## config.mk

```make
export PLATFORM = sky130hd
export DESIGN_NAME = updown_counter_n
export DESIGN_NICKNAME = d
export VERILOG_FILES = /design/src/rtl/updown_counter_n.sv
export SDC_FILE = /design/constraint.sdc
export NUM_CORES = 1
export LEC_CHECK = 0
export CAP_MARGIN = 20
export CORE_MARGIN = 5
export CORE_UTILIZATION = 30
export DETAILED_ROUTE_END_ITERATION = 8
export MAX_ROUTING_LAYER = met4
export PLACE_DENSITY = 0.64
export SLEW_MARGIN = 20
export SYNTH_ARGS = -nofsm -noshare
export SYNTH_HDL_FRONTEND = slang
export SYNTH_SLANG_ARGS = --single-unit
```

## constraint.sdc

```tcl
create_clock -name CLK -period 1.87 [get_ports CLK]
set_input_delay 0.374 -clock CLK [delete_from_list [all_inputs] [get_ports CLK]]
set_output_delay 0.374 -clock CLK [all_outputs]
set_load 0.005 [all_outputs]
```

## src/rtl/updown_counter_n.sv

```systemverilog
// Parametrised up/down counter: programmable top value, clamped parallel load, wrap/saturate mode, cascadable TC.
// Q updates one edge after its controls, TC is combinational; UPDOWN_COUNTER_PRESCALE_EN adds an En prescaler.
module updown_counter_n #(
    parameter int WIDTH     = 4,
    parameter int MAX_VAL   = 2**WIDTH-1,
    parameter int RESET_VAL = 2**WIDTH-1
`ifdef UPDOWN_COUNTER_PRESCALE_EN
    ,
    parameter int PRESCALE  = 4
`endif
) (
    input  logic             CLK,
    input  logic             Reset,
    input  logic             En,
    input  logic             Up,
    input  logic             Load,
    input  logic [WIDTH-1:0] D,
    input  logic             Sat,
    output logic [WIDTH-1:0] Q,
    output logic             TC
);

    localparam logic [WIDTH-1:0] QMAX = WIDTH'(MAX_VAL);
    localparam logic [WIDTH-1:0] QRST = WIDTH'(RESET_VAL);

    logic             at_top;
    logic             at_bot;
    logic             at_edge;
    logic             pre_last;
    logic             step;
    logic [WIDTH-1:0] q_next;

    assign at_top  = (Q == QMAX);
    assign at_bot  = (Q == '0);
    assign at_edge = Up ? at_top : at_bot;

`ifdef UPDOWN_COUNTER_PRESCALE_EN
    localparam int            PW    = (PRESCALE > 1) ? $clog2(PRESCALE) : 1;
    localparam logic [PW-1:0] PLAST = PW'(PRESCALE-1);

    logic [PW-1:0] pre;

    assign pre_last = (pre == PLAST);

    // Load restarts the prescale spacing so the first step lands PRESCALE edges later.
    always_ff @(posedge CLK or posedge Reset) begin
        if (Reset) begin
            pre <= '0;
        end else if (Load) begin
            pre <= '0;
        end else if (En) begin
            pre <= pre_last ? '0 : pre + PW'(1);
        end
    end
`else
    assign pre_last = 1'b1;
`endif

    assign step = En & ~Load & pre_last;
    assign TC   = step & at_edge;

    always_comb begin
        q_next = Q;
        if (Load) begin
            q_next = (D > QMAX) ? QMAX : D;
        end else if (step) begin
            if (Up) begin
                if (at_top) q_next = Sat ? QMAX : '0;
                else        q_next = Q + WIDTH'(1);
            end else begin
                if (at_bot) q_next = Sat ? '0 : QMAX;
                else        q_next = Q - WIDTH'(1);
            end
        end
    end

    always_ff @(posedge CLK or posedge Reset) begin
        if (Reset) begin
            Q <= QRST;
        end else begin
            Q <= q_next;
        end
    end

endmodule

```

==> impl_metrics.tcl, run 1 <==
set metrics [dict create \
    synth-main-ff-cell "dfstp_2" \
    switching_share 0.302 \
    synth_cells 52 \
    crit_family "simple AND/OR/NAND/NOR gates" \
    power_frac_clock 0.237 \
    final_core_util 0.551 \
    clkLatencyLatePin_ps 230 \
    top_register "Q" \
    yosysSeqAreaShare 0.244 \
    drc 0 \
    maxCapViolCount 0 \
    power_frac_seq 0.261 \
    num_antenna_cells 0 \
    slowest_delay_ps 460 \
    fin_area_um2 734 \
    start_util 0.323 \
    violations "setup timing" \
    viasPerCell 5.37 \
    multiInputGateArea_um2 304 \
    cts_hold_buf 0 \
    clockRootBuffer "clkbuf_4" \
    powerDensity_nw_per_um2 597 \
    status "finished, violations left" \
    ys_top_cells_by_area "dfstp_2 (24%), a21oi_1 (7.0%), a311oi_1 (6.1%), ha_1 (5.8%), mux2i_1 (4.7%)" \
    die_area_um2 2290 \
    ff_latch_area_um2 105 \
    cts-buffers-inserted 3 \
    wl_per_cell_um 13.3 \
    worst_slack_ps -26.5 \
    htreeDepth 1 \
    via_count 521 \
    synth_common_cells "a21oi_1 (6), dfstp_2 (4), inv_1 (4)" \
    yosys.area_share.simple 0.262 \
    wirelength_um 1290 \
    synth_area_per_cell_um2 8.28 \
    max-slew-margin-rel 0.778 \
    cp_slowest_cell "or4b_4" \
    cts.sinks 4 \
    post-route-period-util 1.01 \
    internal_power_uw 306 \
    ir_drop_uv 164 \
    synthMuxAreaShare 0.0465 \
    critical_path.max_fanout 2 \
    ys_async_sr_fraction 1.00 \
    ys_warn_count 0 \
    synth_top_area_frac 0.244 \
    ios 15 \
    place_congestion 0.775 \
    tightest_slew_ps 330 \
    largest_reg_flops 4 \
    cts_tree "yes" \
    gr-total-overflow 0 \
    syn_area_um2 430 \
    max-clock-path-buffers 2 \
    dieWidth_um 47.9 \
    setup_viol 1 \
    fillCellCount 137 \
    path_cells "inv_2, ha_4, or4b_4, a21oi_2, buf_2" \
    path_buf_inv 2 \
    hold_violations 0 \
    antenna_found_initial 0 \
    clk_transition_reported_paths_ps 40 \
    end_kind "output port" \
    synth_compound_area_frac 0.297 \
    drive_above_1_share 0.378 \
    drt_iter0_markers 10 \
    area_growth_pct 70.6 \
    p_comb_frac 0.502 \
    grt_pass1_wl_um 1830 \
    synth.most_common_cell "a21oi_1" \
    required_ps 1500 \
    dp_hpwl_um 955 \
    synth_top_family_by_area "compound AO/OA/AOI/OAI gates" \
    first_pass_iters 4 \
    fmax_ghz 0.527 \
    synthAdderAreaFrac 0.0581 \
    hold_class "in2async" \
    pre_cts_slack_ps -471 \
    synth_nets 64 \
    fin_crit_ps 1900 \
    core-area_um2 1330 \
    reg_top3 "Q (4)" \
    grt_usage 0.117 \
    rsz0062_at_grt "yes" \
    cp.arrival_ps 1520 \
    power.leakage_nw 0.310 \
    startpoint_type "register" \
    placedInstanceArea_um2 662 \
    nets 96 \
    synth_xor_xnor_area_share 0 \
    fin_worst_skew_ps 1.28 \
    grt_start_max_net_pins 12 \
    ys_seq_elements 4 \
    die_h_um 47.9 \
    ys_types 30 \
    netSwitchingPower_uw 132 \
    final_antenna_net_count 0 \
    port_buffers 14 \
    slew_violations 0 \
    crit_type "reg2out" \
    rows 13 \
    grt_pass1_vias 447 \
    synth_top_area_cell "dfstp_2" \
    final.setup.tns_ps -26.5 \
    synth_edf_count 0 \
    worst_hold_slack_ps 516 \
]
[kinds of logic after synthesis]
group / count (synthesis)
AOI/OAI and AO/OA: 19
adders and majority gates: 2
buffers and inverters: 8
DFF: 4
muxes: 2
and+or+nand+nor: 17
[repair_timing]
action,in CTS,in global routing
endpoints found under the setup margin,1,1
pin swaps,2,3
setup buffers,1,3
gates resized for setup,10,3
[per-layer routing]
metal / vias to the layer above / wire (µm) / global-route usage
met1: 244 / 561 / 0.142
met4: 0 / 0 / 0.0645
met2: 14 / 667 / 0.187
li1: 263 / - / -
met3: 0 / 64 / 0.0113
met5: - / 0 / -
[final timing paths]
| check | from | to | slack (ps) | cells after the start |
|---|---|---|---|---|
| worst max register to register | Q[0]$_DFFE_PP1P_ | Q[0]$_DFFE_PP1P_ | 100 | 7 |
| worst max-delay path | Q[0]$_DFFE_PP1P_ | TC | -30 | 5 |
| max in group asynchronous | Reset | Q[2]$_DFFE_PP1P_ | 1330 | 2 |
| worst min register to register | Q[3]$_DFFE_PP1P_ | Q[3]$_DFFE_PP1P_ | 780 | 3 |
| min in group CLK | D[2] | Q[2]$_DFFE_PP1P_ | 660 | 3 |
| worst min-delay path | Reset | Q[3]$_DFFE_PP1P_ | 520 | 2 |
[area by class of cell]
type,count,area share
inverters,4,0.0204
repair buffers,31,0.366
clock buffers,3,0.0307
well taps,15,0.0256
multi-input cells,40,0.414
flip-flops and latches,4,0.143
[placed cells by master (no fill, tap or decap), types with 2 or more instances in the layout]
master,instances
o31ai_1,2
inv_1,2
o21ai_0,2
nor3_1,2
buf_4,15
clkbuf_4,3
mux2i_1,2
a311oi_1,3
buf_6,2
a21oi_1,5
nand2b_1,3
dfstp_2,4
inv_2,2
nor2_1,2
clkdlybuf4s50_1,12
[power groups by stage]
stage | combinational (mW) | clock, mW | sequential [mW]
floorplan | 0.0907 | 0 | 0.119
global route | 0.237 | 0.116 | 0.116
detailed placement | 0.189 | 0 | 0.113
finish | 0.220 | 0.104 | 0.115
global placement | 0.189 | 0 | 0.112
CTS | 0.201 | 0.109 | 0.113
[per-stage QoR]
step	instances	power (mW)
floorplan	52	0.210
global placement	90	0.301
detailed placement	90	0.302
CTS	94	0.423
global route	97	0.469
finish	97	0.439
Power figures use the tool's default switching activity.
==> run 2, diff against run 1 <==
--- a/config.mk
+++ b/config.mk
@@ -11,6 +11,7 @@
 export DETAILED_ROUTE_END_ITERATION = 8
 export MAX_ROUTING_LAYER = met4
 export PLACE_DENSITY = 0.64
+export SKIP_LAST_GASP = 1
 export SLEW_MARGIN = 20
 export SYNTH_ARGS = -nofsm -noshare
 export SYNTH_HDL_FRONTEND = slang
==> results of run 2 <==
Same layout as run 1: the final DEF is identical, and so are final timing and power.
